[src/rtl/pci_bus_arbiter_if.sv]
// Request/grant and shared-bus monitor bundle between the PCI arbiter and its masters.
// The master modport is the arbiter side, and the slave modport is the device/bus side.
interface pci_bus_arbiter_if #(
  parameter int N_MASTERS = 4,
  parameter int ID_W      = 2
);
  logic [N_MASTERS-1:0] REQ;
  logic                 FRAME;
  logic                 IRDY;
  logic [N_MASTERS-1:0] GNT;
  logic [ID_W-1:0]      GNT_ID;
  logic                 BUS_IDLE;

  modport master (
    input  REQ,
    input  FRAME,
    input  IRDY,
    output GNT,
    output GNT_ID,
    output BUS_IDLE
  );

  modport slave (
    output REQ,
    output FRAME,
    output IRDY,
    input  GNT,
    input  GNT_ID,
    input  BUS_IDLE
  );
endinterface

[src/rtl/pci_bus_arbiter.sv]
// Round-robin PCI bus arbiter with active-low REQ/GNT. Ownership moves only when FRAME and IRDY show an idle bus.
// Defining PCI_ARB_PARK_EN parks the idle bus on master 0.
module pci_bus_arbiter #(
  parameter int N_MASTERS   = 4,
  parameter int ID_W        = 2,
  parameter int GNT_TIMEOUT = 16
) (
  input logic               CLK,
  input logic               RST,
  pci_bus_arbiter_if.master bus
);

  localparam int CNT_W = $clog2(GNT_TIMEOUT + 1);
  localparam logic [CNT_W-1:0]     CNT_LAST = CNT_W'(GNT_TIMEOUT - 1);
  localparam logic [N_MASTERS-1:0] ONE      = N_MASTERS'(1);

`ifdef PCI_ARB_PARK_EN
  typedef enum logic [2:0] {
    ST_IDLE,
    ST_GRANT,
    ST_BUSY,
    ST_GAP,
    ST_PARK
  } state_t;
`else
  typedef enum logic [2:0] {
    ST_IDLE,
    ST_GRANT,
    ST_BUSY,
    ST_GAP
  } state_t;
`endif

  state_t               state_q, state_d;
  logic [CNT_W-1:0]     cnt_q, cnt_d;
  logic [ID_W-1:0]      last_q, last_d;
  logic [ID_W-1:0]      owner_q, owner_d;
  logic [N_MASTERS-1:0] gnt_q, gnt_d;
  logic [ID_W-1:0]      gnt_id_q, gnt_id_d;
  logic                 bus_idle_q;

  logic                 bus_idle;
  logic                 win_found;
  logic [ID_W-1:0]      win_idx;
  logic [ID_W-1:0]      cand;
  logic [N_MASTERS-1:0] owner_mask;
  logic                 others_req;
  logic                 owner_req;

  assign bus_idle   = bus.FRAME & bus.IRDY;
  assign owner_mask = ONE << owner_q;
  assign others_req = |(~bus.REQ & ~owner_mask);
  assign owner_req  = ~bus.REQ[owner_q];

  // Search for the first low REQ, starting at the master after the last winner.
  always_comb begin
    win_found = 1'b0;
    win_idx   = '0;
    cand      = '0;
    for (int k = 1; k <= N_MASTERS; k++) begin
      cand = ID_W'((int'(last_q) + k) % N_MASTERS);
      if (!win_found && !bus.REQ[cand]) begin
        win_found = 1'b1;
        win_idx   = cand;
      end
    end
  end

  // NOTE: every always_comb output gets a default first, so no path leaves it unassigned and no latch is inferred.
  always_comb begin
    state_d  = state_q;
    cnt_d    = cnt_q;
    last_d   = last_q;
    owner_d  = owner_q;
    gnt_d    = gnt_q;
    gnt_id_d = gnt_id_q;

    unique case (state_q)
      // The GAP cycle is the turnaround. Its exit arbitrates directly, so exactly one all-high cycle separates owners.
      ST_IDLE, ST_GAP: begin
        gnt_d = '1;
        if (win_found) begin
          state_d  = ST_GRANT;
          gnt_d    = ~(ONE << win_idx);
          gnt_id_d = win_idx;
          owner_d  = win_idx;
          last_d   = win_idx;
          cnt_d    = '0;
        end else begin
`ifdef PCI_ARB_PARK_EN
          state_d  = ST_PARK;
          gnt_d    = ~ONE;
          gnt_id_d = '0;
`else
          state_d  = ST_IDLE;
`endif
        end
      end

      ST_GRANT: begin
        if (!bus_idle) begin
          state_d = ST_BUSY;
        end else if (!owner_req || (cnt_q == CNT_LAST)) begin
          // A withdrawn request or a timeout revoke both end this master's turn.
          state_d = ST_GAP;
          gnt_d   = '1;
        end else begin
          cnt_d = cnt_q + CNT_W'(1);
        end
      end

      ST_BUSY: begin
        if (bus_idle) begin
          if (owner_req && !others_req) begin
            state_d = ST_GRANT;
            cnt_d   = '0;
          end else begin
            state_d = ST_GAP;
            gnt_d   = '1;
          end
        end
      end

`ifdef PCI_ARB_PARK_EN
      // Parking never updates last, so the round-robin order is unaffected.
      ST_PARK: begin
        if (!bus_idle) begin
          state_d = ST_BUSY;
          owner_d = '0;
        end else if (!bus.REQ[0]) begin
          state_d  = ST_GRANT;
          owner_d  = '0;
          last_d   = '0;
          gnt_id_d = '0;
          cnt_d    = '0;
        end else if (win_found) begin
          state_d = ST_GAP;
          gnt_d   = '1;
        end
      end
`endif

      default: begin
        state_d = ST_IDLE;
        gnt_d   = '1;
      end
    endcase
  end

  // NOTE: state registers use non-blocking assignments so every flop samples pre-edge values.
  always_ff @(posedge CLK or negedge RST) begin
    if (!RST) begin
      state_q    <= ST_IDLE;
      cnt_q      <= '0;
      last_q     <= ID_W'(N_MASTERS - 1);
      owner_q    <= '0;
      gnt_q      <= '1;
      gnt_id_q   <= '0;
      bus_idle_q <= 1'b1;
    end else begin
      state_q    <= state_d;
      cnt_q      <= cnt_d;
      last_q     <= last_d;
      owner_q    <= owner_d;
      gnt_q      <= gnt_d;
      gnt_id_q   <= gnt_id_d;
      bus_idle_q <= bus_idle;
    end
  end

  assign bus.GNT      = gnt_q;
  assign bus.GNT_ID   = gnt_id_q;
  assign bus.BUS_IDLE = bus_idle_q;

endmodule

[src/flat_wrapper.sv]
// flat-port wrapper written by rule: the top's interface ports become plain ports
module pci_bus_arbiter_flat 
#(
  parameter int N_MASTERS   = 4,
  parameter int ID_W        = 2,
  parameter int GNT_TIMEOUT = 16
)
  (CLK, RST, bus_REQ, bus_FRAME, bus_IRDY, bus_GNT, bus_GNT_ID, bus_BUS_IDLE);
  pci_bus_arbiter_if #(.N_MASTERS(N_MASTERS), .ID_W(ID_W)) bus_i ();
  input logic CLK;
  input logic RST;
  input wire logic [$bits(bus_i.REQ)-1:0] bus_REQ;
  input wire logic [$bits(bus_i.FRAME)-1:0] bus_FRAME;
  input wire logic [$bits(bus_i.IRDY)-1:0] bus_IRDY;
  output wire logic [$bits(bus_i.GNT)-1:0] bus_GNT;
  output wire logic [$bits(bus_i.GNT_ID)-1:0] bus_GNT_ID;
  output wire logic [$bits(bus_i.BUS_IDLE)-1:0] bus_BUS_IDLE;
  assign bus_i.REQ = bus_REQ;
  assign bus_i.FRAME = bus_FRAME;
  assign bus_i.IRDY = bus_IRDY;
  assign bus_GNT = bus_i.GNT;
  assign bus_GNT_ID = bus_i.GNT_ID;
  assign bus_BUS_IDLE = bus_i.BUS_IDLE;
  pci_bus_arbiter #(.N_MASTERS(N_MASTERS), .ID_W(ID_W), .GNT_TIMEOUT(GNT_TIMEOUT)) u_core (.CLK(CLK), .RST(RST), .bus(bus_i));
endmodule
[config.mk]
export PLATFORM = sky130hd
export DESIGN_NAME = pci_bus_arbiter_flat
export DESIGN_NICKNAME = d
export VERILOG_FILES = /design/src/rtl/pci_bus_arbiter_if.sv /design/src/rtl/pci_bus_arbiter.sv /design/src/flat_wrapper.sv
export SDC_FILE = /design/constraint.sdc
export NUM_CORES = 1
export LEC_CHECK = 0
export ABC_AREA = 1
export BUFFER_PORTS_ARGS = -buffer_cell sky130_fd_sc_hd__buf_2
export CORE_UTILIZATION = 50
export DETAILED_ROUTE_END_ITERATION = 7
export PLACE_DENSITY = 0.7
export SYNTH_ARGS = -nofsm -noshare
export SYNTH_HDL_FRONTEND = slang
export SYNTH_SLANG_ARGS = --single-unit
[constraint.sdc]
create_clock -name CLK -period 2.1 [get_ports CLK]
set_input_delay 0.42 -clock CLK [delete_from_list [all_inputs] [get_ports CLK]]
set_output_delay 0.42 -clock CLK [all_outputs]
set_load 0.01 [all_outputs]
Word-level counts from Yosys, hierarchy flattened
Cells that the tools add are included.
W data, S select, Z words.
{"block": "word_totals", "ff_bits": 17, "out_inout_bits": 7, "word_cells": 91}
{"block": "op_classes", "addsub": 5, "order_cmp": 5, "n_eq_ne": 12, "shifts": 2, "mux": 36, "n_bitwise": 6, "n_reduce_logical": 19}
{"operator": "$mux W5", "count": 5}
{"operator": "$mux W4", "count": 5}
{"operator": "$lt A2 B3 Y1 const B", "count": 5}
{"operator": "$pmux W5 S3", "count": 1}
{"operator": "$not A4 Y4", "count": 3}
{"operator": "$pmux W4 S3", "count": 1}
{"operator": "$bmux W1 S2", "count": 5}
{"operator": "$mux W1", "count": 10}
{"operator": "$mux W2", "count": 5}
{"operator": "$ne A2 B1 Y1 const B", "count": 5}
{"operator": "$mux W3", "count": 3}
{"operator": "$pmux W3 S3", "count": 1}
{"operator": "$shl A1 B2 Y4 const A", "count": 2}
{"operator": "$eq A3 B2 Y1 const B", "count": 2}
{"operator": "$logic_not A1 Y1", "count": 6}
{"operator": "$reduce_and A6 Y1", "count": 1}
{"operator": "$add A5 B1 Y5 const B", "count": 1}
{"operator": "$eq A5 B4 Y1 const B", "count": 1}
{"operator": "$add A2 B1 Y2 const B", "count": 2}
{"operator": "$add A2 B2 Y2 const B", "count": 2}
{"operator": "$and A4 B4 Y4", "count": 1}
{"operator": "$logic_and A1 B1 Y1", "count": 4}
{"operator": "$ne A2 B2 Y1 const B", "count": 2}
{"operator": "$reduce_and A2 Y1", "count": 2}
{"operator": "other kinds (10)", "count": 10}

Logic depth before layout (Yosys ltp)
{"block": "depth", "word_depth": 16, "ltp_mapped": 14, "mapped_depth_nobuf": 12}

Worst setup path before layout
OpenSTA, ideal clock, no wires.
{"block": "synth_timing", "path_kind": "reg-to-reg", "startpoint": "register u_core.last_q[0]", "endpoint": "register u_core.state_q[0]", "setup_time_ns": 0.129, "arrival_ns": 1.465, "path_slack_ns": 0.506, "path_stages_with_launch": 12, "synth_period_minus_slack_ns": 1.594, "path_cell_list": "dfstp_2 -> buf_6 -> inv_4 -> buf_6 -> nand2_1 -> nand3_1 -> nand2_2 -> nand3_2 -> nor2_4 -> nor2_4 -> o21ai_0 -> o21ai_0"}
{"block": "synth_via", "elab_chain_cells": 14, "word_cells_on_any_way": 26, "cone_classes": "4 x add/sub; 14 x mux; 8 x reduce/logical"}
{"element": "start: declaration", "line_no": "pci_bus_arbiter.sv:36", "source": "logic [ID_W-1:0] last_q, last_d;"}
{"element": "start signal: assignment", "line_no": "pci_bus_arbiter.sv:155", "source": "last_q <= ID_W'(N_MASTERS - 1);"}
{"element": "start signal: assignment", "line_no": "pci_bus_arbiter.sv:163", "source": "last_q <= last_d;"}
{"element": "$add A2 B2 Y2", "line_no": "pci_bus_arbiter.sv:61", "source": "cand = ID_W'((int'(last_q) + k) % N_MASTERS);"}
{"element": "$bmux W1 S2", "line_no": "pci_bus_arbiter.sv:62", "source": "if (!win_found && !bus.REQ[cand]) begin"}
{"element": "$mux W1 (implied by the code)", "line_no": "pci_bus_arbiter.sv:62"}
{"element": "$logic_not A1 Y1", "line_no": "pci_bus_arbiter.sv:62"}
{"element": "$logic_and A1 B1 Y1", "line_no": "pci_bus_arbiter.sv:62"}
{"element": "$mux W1", "line_no": "pci_bus_arbiter.sv:62"}
{"element": "$logic_not A1 Y1", "line_no": "pci_bus_arbiter.sv:62"}
{"element": "$logic_and A1 B1 Y1", "line_no": "pci_bus_arbiter.sv:62"}
{"element": "$mux W1", "line_no": "pci_bus_arbiter.sv:62"}
{"element": "$logic_not A1 Y1", "line_no": "pci_bus_arbiter.sv:62"}
{"element": "$logic_and A1 B1 Y1", "line_no": "pci_bus_arbiter.sv:62"}
{"element": "$mux W1 (*)", "line_no": "pci_bus_arbiter.sv:62"}
{"element": "$mux W1 (*)", "line_no": "pci_bus_arbiter.sv:82", "source": "if (win_found) begin"}
{"element": "$pmux W3 S3 (*)", "line_no": "pci_bus_arbiter.sv:78", "source": "unique case (state_q)"}
{"element": "end signal: assignment", "line_no": "pci_bus_arbiter.sv:161", "source": "state_q <= state_d;"}
{"element": "end: declaration", "line_no": "pci_bus_arbiter.sv:34", "source": "state_t state_q, state_d;"}
Mark *: on every way between the ends. The rest lies on a longest branch, timed or not. The select of a mux whose other input is x is not followed.
A chain may end at the register's enable or synchronous reset.

Worst setup path after layout
{"block": "layout_timing", "startpoint": "register u_core.cnt_q[0]", "endpoint": "register u_core.gnt_q[1] (netlist: u_core.bus.GNT[1])"}
{"block": "layout_via", "elab_chain_cells": 4}
{"element": "start: declaration", "line_no": "pci_bus_arbiter.sv:35", "source": "logic [CNT_W-1:0] cnt_q, cnt_d;"}
{"element": "start signal: assignment", "line_no": "pci_bus_arbiter.sv:162", "source": "cnt_q <= cnt_d;"}
{"element": "$eq A5 B4 Y1", "line_no": "pci_bus_arbiter.sv:103", "source": "end else if (!owner_req || (cnt_q == CNT_LAST)) begin"}
{"element": "$logic_or A1 B1 Y1", "line_no": "pci_bus_arbiter.sv:103"}
{"element": "$ne A2 B1 Y1 (no source line)"}
{"element": "$reduce_and A4 Y1 (no source line)"}
{"element": "end signal: assignment", "line_no": "pci_bus_arbiter.sv:165", "source": "gnt_q <= gnt_d;"}
{"element": "end: declaration", "line_no": "pci_bus_arbiter.sv:38", "source": "logic [N_MASTERS-1:0] gnt_q, gnt_d;"}
Every way passes these cells.

==> summary.txt <==
Synthesis
  – Mapped Area: 0.001236 mm²
  – Commonest cells post-synth: nand2_1, nor2_1, inv_1
  – Leading area contributor after synthesis: nand2_1
  – Async SR Flop Fraction: 100.0%
  – Mapped Avg Cell Area: 6.682 µm²
  – Synth warn: 0
  – Syn_nets: 198
  – Post-synth top area share: 21.26%
  – Top post-synthesis cells by area: nand2_1, dfrtp_1, dfstp_2
  – Seq/Total Area, Yosys: 33.10%
  – Number of synthesized flops with an enable pin: 0
  – Post-synthesis cell count: 185
  – Most used DFF post-synth: dfrtp_1
  – Count leader, synth: nand2_1
  – Yosys reg bits: 16
  – Synth cell types: 23

STA
  – Final Max Tran Viols: 0
  – Skew final: 0.003339 ns
  – Setup violations, final: 0
  – Final setup TNS: 0 ns
  – Final Hold Vio Count: 0
  – RSZ-0062 raised after global routing: false
  – Worst Tran Pin Value: 0.3869 ns
  – Slew Limit Headroom: 74.11%
  – Achievable clock frequency: 0.5434 GHz
  – Final Critical Period: 1.840 ns
  – Final period utilization: 87.64%

Global routing
  – First-pass GRT wire length: 4491 µm
  – Gr ovfl total: 0
  – Largest net degree at the start of global routing: 17
  – Met2 GRT Util: 33.98%
  – M3 GR Usage: 5.263%
  – Initial antenna violation count: 0
  – GRT met1 Usage: 32.60%
  – Number of global-route vias before repair: 1021
  – Gr usage total: 22.24%
  – GRT busiest layer: met2

Routing
  – Routed WL per cell: 11.25 µm
  – Initial DRC Count: 44
  – Vias per inst: 5.240
  – Vias post-DR: 1200
  – Router iterations before antenna repair: 4
  – Post-route ant nets: 0
  – Drt drc: 0
  – DRT Wirelength: 2576 µm

Setup path
  – Worst EP arrival: 2.07 ns
  – Crit Path Max Fanout: 6
  – CP Launch Point: u_core.cnt_q[0]$_DFFE_PN0P_
  – Startpoint types: flip-flop
  – Critical path class: reg2reg
  – R2r endpoint: u_core.bus.GNT[1]$_DFFE_PN1P_
  – RR Startpoint: u_core.cnt_q[0]$_DFFE_PN0P_
  – Worst-case reg-to-reg path depth: 11
  – CP required: 2.33 ns
  – Reg-to-reg slack, setup: 0.26 ns
  – CP endpoint kind: flip-flop

Power
  – P_sw: 1.120 mW
  – Switching share of power: 53.26%
  – Worst vdd ir: 0.9935 mV
  – Clk pwr share: 9.6%
  – Leakage power: 0.7038 nW
  – Internal power: 0.9828 mW
  – Register share of total power: 26.3%
  – Power Dens Cells: 1552 mW/mm²
  – Comb pwr share: 64.1%

Run
  – Max cap viols: 0

Clock tree
  – CTS Buffer Depth: 2
  – Post-CTS setup repair buffer count: 0
  – Hold Buf Count CTS: 0
  – Inserted Clock Buffers: 3
  – CTS tree: done
  – Root Driver: clkbuf_4
  – Clk slew on worst S/H paths: 0.09 ns
  – H-tree depth: 1
  – Clock sinks: 16
  – Clk_lat worst skew: 0.29 ns
  – Post-CTS resize count: 0

Cells and area
  – Finished Layout Cells: 229
  – Cell area after layout: 0.001355 mm²
  – Synth-to-layout area growth: 9.615%
  – Ant diodes: 0
  – Share of layout cells above drive strength 1: 22.89%
  – Layout net count: 215

Place
  – Hpwl dp: 1993 µm
  – Placed Cells: 225
  – Final RePlAce weighted congestion: 0.9079
  – Port bufs: 14
  – Placed cell areas: 0.001319 mm²

Die
  – Die H: 51.72 µm
  – Full die area: 0.002675 mm²
  – I/O Pins: 15
  – Starting Density: 54.32%
  – CORE AREA: 0.002276 mm²
  – Die X: 51.72 µm
  – Num rows: 17

Min path
  – Worst hold path class: in2async

Outcome
  – Status: complete, no violations
[through the flow]
step                      setup WS [ns]  util [%]  hold slack [ns]  power (mW)
after CTS                        0.2456     59.54          0.03464       2.107
after global placement           0.2928     57.94           0.3495       1.872
after detailed placement         0.2714     57.94           0.3586       1.891
after floorplan                  0.5061         -           0.1244       1.637
final                            0.2597     59.54          0.03232       2.103
after global routing            0.01006     59.54          0.04768       2.345
[power by group through the flow]
stage	Sequential, mW	Clock, mW	Combinational, mW
floorplan	0.534	0	1.10
global placement	0.551	0	1.32
detailed placement	0.560	0	1.33
CTS	0.553	0.211	1.34
global route	0.573	0.221	1.55
finish	0.553	0.202	1.35
[worst max-delay path: stages (launching register included)]
cell and delay [ns]:
dfrtp_1 0.41, ha_1 0.17, nand2_1 0.06, nor2_1 0.10, ha_1 0.15, inv_1 0.04
nand2_1 0.11, nor2_1 0.06, nor2_1 0.32, nand3_1 0.15, nor2_1 0.14, nor2_1 0.05
[state kept, by name, summed over array words and instances (netlist names)]
signal / flops
u_core.last_q: 2
u_core.bus.BUS_IDLE: 1
u_core.state_q: 2
u_core.owner_q: 2
u_core.bus.GNT: 4
u_core.cnt_q: 5
[layout make-up]
| cell class | count | area, µm² |
|---|---|---|
| fill | 212 | 920.9 |
| multi-input combinational | 148 | 730.7 |
| sequential | 16 | 409.1 |
| inverter | 19 | 73.82 |
| timing repair buffer | 14 | 70.07 |
| clock buffer | 4 | 36.28 |
| tap | 28 | 35.03 |
[kinds of logic (layout without fill, tap and decap cells)]
family          Yosys count  in the layout  share of synthesized area, %
compound gates           19             19                         8.199
buf+inv                  21             37                         7.793
fa+ha+maj                 5              5                         5.061
simple gates            124            124                         45.85
flops                    16             16                         33.10
[worst max path at each step]
stage,end,depth (start not counted)
floorplan,u_core.state_q[0]$_DFFE_PN0P_,11
global placement,u_core.bus.GNT[1]$_DFFE_PN1P_,11
detailed placement,u_core.bus.GNT[1]$_DFFE_PN1P_,11
CTS,u_core.bus.GNT[1]$_DFFE_PN1P_,11
global route,u_core.bus.GNT[1]$_DFFE_PN1P_,11
finish,u_core.bus.GNT[1]$_DFFE_PN1P_,11
[cell usage in the layout (no fill, tap or decap), types with 2 or more instances in the layout]
cell type  Yosys  final
inv_1         16     16
nand3_1       14     14
o21ai_0       10     10
nor2_4         2      2
o21ai_1        4      4
or2_2          3      3
nand2_2        9      9
dfrtp_1        9      9
nand3_2        2      2
nand2_1       70     70
nor2_1        18     18
clkbuf_4       0      3
ha_1           5      5
buf_2          0     14
dfstp_2        7      7
nand4_1        4      4
a21oi_1        3      3
[layer usage]
| metal | share of wire [%] | vias to the layer above |
|---|---|---|
| li1 | - | 623 |
| met1 | 52 | 539 |
| met2 | 42 | 36 |
| met3 | 6.1 | 2 |
| met4 | 0.35 | 0 |
| met5 | 0 | - |
Power figures use the tool's default switching activity.
